## src/rtl/extio8x4_pkg.sv

```systemverilog
`default_nettype none
// ============================================================================
// Module      : extio8x4_pkg
// Description : Shared widths, link-state encoding and byte-assembly helper
//               for the extio8x4 nibble link. The state typedef is common to
//               the initiator and target blocks.
// Revision    : 1.0 - initial release
// ============================================================================
package extio8x4_pkg;

    localparam int NIBBLE_W = 4;
    localparam int BYTE_W   = 8;

    // Nibble position within the byte currently being transferred.
    typedef enum logic [0:0] {
        FIRST  = 1'b0,
        SECOND = 1'b1
    } extio8x4_state_t;

    // Combine the held first nibble with the second nibble on the wire.
    function automatic logic [BYTE_W-1:0] assemble_byte(
        input logic                lsb_first,
        input logic [NIBBLE_W-1:0] first_nib,
        input logic [NIBBLE_W-1:0] second_nib
    );
        if (lsb_first) begin
            return {second_nib, first_nib};
        end
        return {first_nib, second_nib};
    endfunction

endpackage : extio8x4_pkg
`default_nettype wire

```

## src/rtl/extio8x4_rx_buf.sv

```systemverilog
`default_nettype none
// ============================================================================
// Module      : extio8x4_rx_buf
// Description : Output buffer driving an 8-bit AXI-Stream master.
//               Default build : a single output register.
//               EXTIO8X4_TARGET_SKID_EN defined : a 2-entry FIFO, so one more
//               byte can be accepted while downstream stalls.
// Ports       : clk, reset (async, active-high)
//               load / load_data : push one byte (only when slot_free = 1)
//               slot_free        : a push at this edge will be accepted
//               m_axis_tdata / m_axis_tvalid / m_axis_tready : AXIS master
// Revision    : 1.0 - initial release
// ============================================================================
module extio8x4_rx_buf
    import extio8x4_pkg::*;
(
    input  logic              clk,
    input  logic              reset,
    input  logic              load,
    input  logic [BYTE_W-1:0] load_data,
    output logic              slot_free,
    output logic [BYTE_W-1:0] m_axis_tdata,
    output logic              m_axis_tvalid,
    input  logic              m_axis_tready
);

`ifdef EXTIO8X4_TARGET_SKID_EN

    logic [BYTE_W-1:0] r_ent0;
    logic [BYTE_W-1:0] r_ent1;
    logic              r_head;
    logic [1:0]        r_count;
    logic              w_pop;
    logic              w_wr_idx;

    assign w_pop     = (r_count != 2'd0) && m_axis_tready;
    // A push while full is only possible together with a pop; it then lands
    // in the slot being vacated, which becomes the tail once head advances.
    assign w_wr_idx  = r_head ^ r_count[0];
    assign slot_free = !r_count[1] || m_axis_tready;

    always_ff @(posedge clk or posedge reset) begin
        if (reset) begin
            r_ent0  <= '0;
            r_ent1  <= '0;
            r_head  <= 1'b0;
            r_count <= 2'd0;
        end else begin
            if (load) begin
                if (w_wr_idx) begin
                    r_ent1 <= load_data;
                end else begin
                    r_ent0 <= load_data;
                end
            end
            if (w_pop) begin
                r_head <= ~r_head;
            end
            case ({load, w_pop})
                2'b10:   r_count <= r_count + 2'd1;
                2'b01:   r_count <= r_count - 2'd1;
                default: r_count <= r_count;
            endcase
        end
    end

    assign m_axis_tdata  = r_head ? r_ent1 : r_ent0;
    assign m_axis_tvalid = (r_count != 2'd0);

`else

    logic [BYTE_W-1:0] r_data;
    logic              r_valid;

    assign slot_free = !r_valid || m_axis_tready;

    always_ff @(posedge clk or posedge reset) begin
        if (reset) begin
            r_data  <= '0;
            r_valid <= 1'b0;
        end else begin
            if (load) begin
                // Covers the back-to-back case: a handshake and a new byte at
                // the same edge keep tvalid high with no bubble.
                r_data  <= load_data;
                r_valid <= 1'b1;
            end else if (m_axis_tready) begin
                r_valid <= 1'b0;
            end
        end
    end

    assign m_axis_tdata  = r_data;
    assign m_axis_tvalid = r_valid;

`endif

endmodule : extio8x4_rx_buf
`default_nettype wire

```

## src/rtl/extio8x4_axis_target.sv

```systemverilog
`default_nettype none
// ============================================================================
// Module      : extio8x4_axis_target
// Description : Receive side of the extio8x4 nibble link. Takes the
//               synchronised request toggle and the 4-bit data plane, returns
//               a toggle acknowledge, and assembles nibble pairs into bytes on
//               an AXI-Stream master. Downstream backpressure is pushed onto
//               the link by withholding the acknowledge of the second nibble.
//               Optional macro EXTIO8X4_TARGET_SKID_EN selects a 2-entry
//               output buffer instead of a single register.
// Parameters  : LSB_FIRST - 1: first nibble is [3:0]; 0: first nibble is [7:4]
//               ACK_INIT  - reset value of ack_o (matches initiator req reset)
// Ports       : clk, reset (async, active-high)
//               req_s   : synchronised request toggle
//               data4_i : nibble, stable while req_s != ack_o
//               ack_o   : registered acknowledge toggle
//               m_axis_tdata / m_axis_tvalid / m_axis_tready : AXIS master
// Revision    : 1.0 - initial release
// ============================================================================
module extio8x4_axis_target
    import extio8x4_pkg::*;
#(
    parameter int   LSB_FIRST = 1,
    parameter logic ACK_INIT  = 1'b0
) (
    input  logic                clk,
    input  logic                reset,
    input  logic                req_s,
    input  logic [NIBBLE_W-1:0] data4_i,
    output logic                ack_o,
    output logic [BYTE_W-1:0]   m_axis_tdata,
    output logic                m_axis_tvalid,
    input  logic                m_axis_tready
);

    extio8x4_state_t     r_state;
    extio8x4_state_t     w_state_next;
    logic                r_ack;
    logic [NIBBLE_W-1:0] r_hold;

    logic                w_pending;
    logic                w_slot_free;
    logic                w_capture;
    logic                w_toggle;
    logic                w_load;
    logic [BYTE_W-1:0]   w_byte;

    // A new nibble is on the wire whenever the request toggle differs from
    // our last acknowledge; toggling ack clears this on the next cycle.
    assign w_pending = (req_s != r_ack);
    assign w_byte    = assemble_byte(LSB_FIRST != 0, r_hold, data4_i);

    always_comb begin
        w_state_next = r_state;
        w_capture    = 1'b0;
        w_toggle     = 1'b0;
        w_load       = 1'b0;
        case (r_state)
            FIRST: begin
                if (w_pending) begin
                    w_capture    = 1'b1;
                    w_toggle     = 1'b1;
                    w_state_next = SECOND;
                end
            end
            SECOND: begin
                // Without room downstream the second nibble stays un-acked,
                // which holds the initiator off.
                if (w_pending && w_slot_free) begin
                    w_load       = 1'b1;
                    w_toggle     = 1'b1;
                    w_state_next = FIRST;
                end
            end
            default: begin
                w_state_next = FIRST;
            end
        endcase
    end

    always_ff @(posedge clk or posedge reset) begin
        if (reset) begin
            r_state <= FIRST;
            r_ack   <= ACK_INIT;
            r_hold  <= '0;
        end else begin
            r_state <= w_state_next;
            if (w_toggle) begin
                r_ack <= ~r_ack;
            end
            if (w_capture) begin
                r_hold <= data4_i;
            end
        end
    end

    assign ack_o = r_ack;

    extio8x4_rx_buf u_rx_buf (
        .clk           (clk),
        .reset         (reset),
        .load          (w_load),
        .load_data     (w_byte),
        .slot_free     (w_slot_free),
        .m_axis_tdata  (m_axis_tdata),
        .m_axis_tvalid (m_axis_tvalid),
        .m_axis_tready (m_axis_tready)
    );

endmodule : extio8x4_axis_target
`default_nettype wire
```

## config.mk

```make
export PLATFORM = sky130hd
export DESIGN_NAME = extio8x4_axis_target
export DESIGN_NICKNAME = d
export VERILOG_FILES = /design/src/rtl/extio8x4_pkg.sv /design/src/rtl/extio8x4_rx_buf.sv /design/src/rtl/extio8x4_axis_target.sv
export SDC_FILE = /design/constraint.sdc
export NUM_CORES = 1
export LEC_CHECK = 0
export ABC_AREA = 1
export BUFFER_PORTS_ARGS = -buffer_cell sky130_fd_sc_hd__buf_2
export CORE_MARGIN = 10
export CORE_UTILIZATION = 48
export CTS_CLUSTER_SIZE = 14
export DETAILED_ROUTE_END_ITERATION = 8
export PLACE_DENSITY = 0.73
export SLEW_MARGIN = 20
export SYNTH_ARGS = -nofsm -noshare
export SYNTH_HDL_FRONTEND = slang
export SYNTH_SLANG_ARGS = --single-unit
```

## constraint.sdc

```tcl
create_clock -name clk -period 1.05 [get_ports clk]
set_input_delay 0.0525 -clock clk [delete_from_list [all_inputs] [get_ports clk]]
set_output_delay 0.0525 -clock clk [all_outputs]
set_load 0.01 [all_outputs]
```

# [Word level (Yosys, flattened, before mapping)]
# Cells that the tools add are included.
[word_totals] reg_bits=15 wordCells=21 out_inout_bits=10 input_bits=8
[classes] n_mux=9 n_reduce_logical=4 n_eq_ne=1 bitwise_logic=2
[ops] op="2-to-1 mux 1 bit" count=7
[ops] op="case mux 1 bit (2 select lines)" count=2
[ops] op="inverter 1 bit" count=2
[ops] op="nonzero test 2 bit" count=1
[ops] op="logical AND 1 bit" count=1
[ops] op="zero test 1 bit" count=1
[ops] op="logical OR 1 bit" count=1
[ops] op="inequality test 1 bit" count=1

# [Longest topological paths before layout]
[logic_depth] depth_word=6 mapped_depth=6 mapped_depth_nobuf=6

# [Modules after synthesis]
# Synthesis repeated with hierarchy kept, for this count alone.
[hier_totals] hier_cells=78 hier_area_um2=646.9
[modules_own_cells] mod="extio8x4_rx_buf" seq_area_each_um2=225.2 area_per_inst_um2=345.3 cells_per_inst=39 instances=1
[modules_own_cells] mod="extio8x4_axis_target" seq_area_each_um2=150.1 area_per_inst_um2=301.5 cells_per_inst=39 instances=1

# [Least setup slack after synthesis]
# No wires, ideal clock.
[synth_path] kind="reg2reg" start="reg u_rx_buf.r_valid, in the netlist u_rx_buf.m_axis_tvalid" end="reg u_rx_buf.r_data[0], in the netlist u_rx_buf.m_axis_tdata[0]" path_stages_with_launch=5 n_path_buf=0 setup_ps=117 required_time_ps=933 slack_ps=18 arrival_ps=916 cell_sequence="dfrtp_1 a21oi_4 nand2_4 nand2_1 nand2_1"
[synth_between] elab_chain_cells=5
[synth_lines] item="start, declared" line_no="extio8x4_rx_buf.sv:73" text="logic r_valid;"
[synth_lines] item="start signal, assigned" line_no="extio8x4_rx_buf.sv:80" text="r_valid <= 1'b0;"
[synth_lines] item="start signal, assigned" line_no="extio8x4_rx_buf.sv:86" text="r_valid <= 1'b1;"
[synth_lines] item="start signal, assigned" line_no="extio8x4_rx_buf.sv:88" text="r_valid <= 1'b0;"
[synth_lines] item="zero test 1 bit" line_no="extio8x4_rx_buf.sv:75" text="assign slot_free = !r_valid || m_axis_tready;"
[synth_lines] item="logical OR 1 bit" line_no="extio8x4_rx_buf.sv:75"
[synth_lines] item="logical AND 1 bit" line_no="extio8x4_axis_target.sv:69" text="if (w_pending && w_slot_free) begin"
[synth_lines] item="2-to-1 mux 1 bit" line_no="extio8x4_axis_target.sv:69"
[synth_lines] item="2-to-1 mux 1 bit" line_no="extio8x4_axis_target.sv:58" text="case (r_state)"
[synth_lines] item="end signal, assigned" line_no="extio8x4_rx_buf.sv:85" text="r_data <= load_data;"
[synth_lines] item="end, declared" line_no="extio8x4_rx_buf.sv:72" text="logic [BYTE_W-1:0] r_data;"
# No other way between the ends.
# A chain may end at the register's enable or synchronous reset.

# [Final worst setup path]
[layout_path] start="reg r_state" end="reg u_rx_buf.r_data[4], in the netlist u_rx_buf.m_axis_tdata[4]"
[layout_between] elab_chain_cells=1
[layout_lines] item="start, declared" line_no="extio8x4_axis_target.sv:36" text="extio8x4_state_t r_state;"
[layout_lines] item="start signal, assigned" line_no="extio8x4_axis_target.sv:87" text="r_state <= w_state_next;"
[layout_lines] item="2-to-1 mux 1 bit" line_no="extio8x4_axis_target.sv:58"
# No other way between the ends.

==> impl_metrics.xml <==
<?xml version="1.0" encoding="UTF-8"?>
<metrics>
  <group name="synthesis">
    <metric name="synth.yosys.seq_area_share" unit="%">59.64</metric>
    <metric name="avgSynthCellArea" unit="µm²">8.864</metric>
    <metric name="synth.yosys.warnings" unit="">0</metric>
    <metric name="flip_flop_and_latch_count_after_synthesis" unit="">15</metric>
    <metric name="synth_xor_area_share" unit="%">0</metric>
    <metric name="adder_cell_share_of_the_synthesized_area" unit="%">0</metric>
    <metric name="yosys.area_share.simple" unit="%">32.80</metric>
    <metric name="synth_cells" unit="">71</metric>
    <metric name="synthesis.area" unit="µm²">629.4</metric>
    <metric name="syn_nets" unit="">79</metric>
    <metric name="synth_cell_types" unit="">10</metric>
    <metric name="synth_compound_area_share" unit="%">3.380</metric>
    <metric name="synthMuxAreaShare" unit="%">0</metric>
    <metric name="largest_family_of_logic_cells_by_synthesized_area" unit="">simple AND/OR/NAND/NOR gates</metric>
  </group>
  <group name="global_route">
    <metric name="grt_overflow_total" unit="">0</metric>
    <metric name="global_route.usage.met2" unit="%">13.23</metric>
    <metric name="number_of_global_route_vias_before_repair" unit="">558</metric>
    <metric name="grt_busiest_layer" unit="">met2</metric>
    <metric name="use_met1" unit="%">11.41</metric>
    <metric name="grt_antenna_before_repair" unit="">0</metric>
    <metric name="grt_start_max_net_pins" unit="">16</metric>
    <metric name="grt_first_pass_wirelength" unit="µm">2497</metric>
    <metric name="grt_util_all_layers" unit="%">9.663</metric>
    <metric name="gr-usage-met3" unit="%">4.556</metric>
  </group>
  <group name="timing">
    <metric name="worst_slew_margin_rel" unit="%">86.94</metric>
    <metric name="period_share" unit="%">101.1</metric>
    <metric name="fmaxAchievable" unit="GHz">0.9417</metric>
    <metric name="finalHoldViolCount" unit="">0</metric>
    <metric name="worst_slew_pin_slew" unit="ns">0.1959</metric>
    <metric name="worst_clock_skew" unit="ns">0.002771</metric>
    <metric name="final.min_clock_period" unit="ns">1.062</metric>
    <metric name="setup_ws" unit="ns">-0.01193</metric>
    <metric name="slew_violations" unit="">0</metric>
    <metric name="rsz0062_at_grt" unit="">true</metric>
    <metric name="finalSetupViolCount" unit="">2</metric>
  </group>
  <group name="cells_and_area">
    <metric name="storage_cell_area" unit="µm²">375.4</metric>
    <metric name="area_delta_synth_final" unit="%">53.88</metric>
    <metric name="layout-drive-gt1-share" unit="%">49.02</metric>
    <metric name="antenna_cells" unit="">0</metric>
    <metric name="layout.filler_cells" unit="">76</metric>
    <metric name="multiInputGateArea" unit="µm²">326.6</metric>
    <metric name="number_of_nets_in_the_finished_design" unit="">111</metric>
    <metric name="final_util" unit="%">82.69</metric>
    <metric name="finalInstanceArea" unit="µm²">968.4</metric>
  </group>
  <group name="status">
    <metric name="outcome" unit="">finished, violations left</metric>
    <metric name="failed_checks" unit="">setup timing</metric>
  </group>
  <group name="power_and_ir_drop">
    <metric name="vdd_ir_drop_max" unit="V">0.002107</metric>
    <metric name="p_leak" unit="µW">0.0005298</metric>
    <metric name="cellPowerDensity" unit="mW/mm²">2847</metric>
  </group>
  <group name="cts">
    <metric name="cts_tree" unit="">yes</metric>
    <metric name="cts_htree_levels" unit="">1</metric>
    <metric name="clock_tree.root_cell" unit="">sky130_fd_sc_hd__clkbuf_4</metric>
    <metric name="cts.path.max_buffers" unit="">2</metric>
    <metric name="cts_inserted_buffers" unit="">3</metric>
    <metric name="cts.clk_slew.worst_paths" unit="ns">0.09</metric>
    <metric name="clkLatencyLatePin" unit="ns">0.29</metric>
    <metric name="cts.sink_count" unit="">15</metric>
  </group>
  <group name="floorplanning">
    <metric name="total_die_area" unit="mm²">0.003160</metric>
    <metric name="core-area" unit="mm²">0.001171</metric>
    <metric name="chipWidth" unit="µm">56.21</metric>
    <metric name="start_util" unit="%">53.74</metric>
    <metric name="floorplan.die.height" unit="µm">56.21</metric>
    <metric name="boundary_pin_count" unit="">18</metric>
    <metric name="placementRows" unit="">12</metric>
  </group>
  <group name="worst_setup_path">
    <metric name="rr_endpoint" unit="">u_rx_buf.m_axis_tdata[4]</metric>
    <metric name="cp_arrival" unit="ns">1.30</metric>
    <metric name="worstSetupStartpoint" unit="">r_state</metric>
    <metric name="worst_setup_path_start_kind" unit="">flip-flop</metric>
    <metric name="r2r-start" unit="">r_state</metric>
    <metric name="crit_path_end_kind" unit="">flip-flop</metric>
    <metric name="cp_data_required_time" unit="ns">1.29</metric>
    <metric name="setup.reg_to_reg.worst_slack" unit="ns">-0.01</metric>
    <metric name="endpoint" unit="">u_rx_buf.m_axis_tdata[4]</metric>
    <metric name="r2r_cells" unit="">6</metric>
    <metric name="worstPathMaxFanout" unit="">4</metric>
    <metric name="worst-setup-path-type" unit="">flip-flop to flip-flop</metric>
  </group>
  <group name="routing">
    <metric name="route.vias.total" unit="">615</metric>
    <metric name="viasPerCell" unit="">5.302</metric>
    <metric name="drtAntennaViolNets" unit="">0</metric>
    <metric name="drc" unit="">0</metric>
    <metric name="routed_wl" unit="µm">1800</metric>
    <metric name="route.detailed.wl_per_inst" unit="µm">15.52</metric>
    <metric name="detail_route.iter0.violations" unit="">5</metric>
    <metric name="drt_pass1_iterations" unit="">4</metric>
  </group>
  <group name="placed_design">
    <metric name="finalWeightedCongestion" unit="">0.7872</metric>
    <metric name="port-buffer-count" unit="">17</metric>
    <metric name="post-place-ws" unit="ns">0.002757</metric>
    <metric name="dpl.hpwl" unit="µm">1063</metric>
    <metric name="placement.cell_area" unit="µm²">777.0</metric>
  </group>
  <group name="worst_hold_path">
    <metric name="hp-class" unit="">input port to flip-flop</metric>
  </group>
  <group name="job">
    <metric name="max_cap_viol_count" unit="">0</metric>
  </group>
</metrics>
Yosys cell counts (all sizes together):
cell type,number,share of area [%]
a21oi,1,2.6
buf,1,1.2
dfrtp,15,60
inv,5,3.0
nand2,35,22
nand3,13,10
o21ai,1,0.79
routing by layer:
layer  wire [µm]  up-vias
li1            -      293
met1         696      296
met2         927       17
met3         107        9
met4          68        0
met5           0        -
worst max-delay path, cell delays in order (launching register included):
cell and delay [ns]:
sky130_fd_sc_hd__dfrtp_1 0.43, sky130_fd_sc_hd__inv_4 0.06, sky130_fd_sc_hd__a21oi_4 0.13, sky130_fd_sc_hd__buf_12 0.14, sky130_fd_sc_hd__buf_6 0.11, sky130_fd_sc_hd__nand3_1 0.07, sky130_fd_sc_hd__nand2_1 0.06
cells in the final DEF, fill, tap and decap left out, drive strengths merged:
cell type / count
a21oi: 1
buf: 26
clkbuf: 3
clkinv: 1
dfrtp: 15
dlygate4sd3: 1
inv: 5
nand2: 36
nand3: 13
o21ai: 1
flip-flops by register name, indices dropped and copies added (netlist names):
name                    cells
ack_o                       1
r_hold                      4
r_state                     1
u_rx_buf.m_axis_tdata       8
u_rx_buf.m_axis_tvalid      1
cell type report:
cell class / count / area share [%]
well taps: 14 / 1.809
clock inverters: 1 / 0.5168
repair buffers: 27 / 20.67
inverters: 5 / 2.196
multi-input cells: 51 / 33.72
flip-flops and latches: 15 / 38.76
clock buffers: 3 / 2.326
logic make-up (layout without fill, tap and decap cells):
group	count (synthesis)	count (layout)
AO/OA/AOI/OAI	2	2
flip-flops	15	15
buffers and inverters	6	36
AND/OR/NAND/NOR	48	49
power breakdown:
group | leakage, µW | total [µW] | switching [µW] | internal [µW]
Sequential | 0.000187 | 1010 | 176 | 832
Combinational | 0.000325 | 1410 | 752 | 657
Clock | 0.0000177 | 340 | 197 | 142
per-stage QoR:
| stage | cells | hold slack (ns) | TNS (ns) | power [µW] |
|---|---|---|---|---|
| 6_report | 116 | 0.006269 | -0.01707 | 2757 |
| 5_1_grt | 116 | 0.006325 | -0.5444 | 2943 |
| 4_1_cts | 113 | 0.0002794 | 0 | 2310 |
| 3_5_place_dp | 108 | 0.06453 | 0 | 1936 |
| 3_3_place_gp | 108 | 0.05734 | 0 | 1906 |
| 2_1_floorplan | 71 | -0.04602 | 0 | 1508 |
how the worst min path moves through the flow:
stage          startpoint                  endpoint  slack [ns]  cells after the start
2_1_floorplan       reset                     ack_o       -0.05                      1
3_3_place_gp        reset  u_rx_buf.m_axis_tdata[3]        0.06                      3
3_5_place_dp        reset  u_rx_buf.m_axis_tdata[3]        0.06                      3
4_1_cts        data4_i[0]  u_rx_buf.m_axis_tdata[4]      0.0003                      3
5_1_grt        data4_i[3]  u_rx_buf.m_axis_tdata[7]       0.006                      3
6_report       data4_i[3]  u_rx_buf.m_axis_tdata[7]       0.006                      3
repair_timing:
| action | 4_1_cts | 5_1_grt |
|---|---|---|
| pin swaps | 0 | 12 |
| hold endpoints to repair | 15 | 0 |
| gates cloned | 0 | 1 |
| setup endpoints to repair | 2 | 13 |
| resized for setup | 2 | 25 |
| buffers inserted | 0 | 2 |
| hold buffers | 1 | 0 |
No activity file was read; power rests on OpenSTA's default activity.
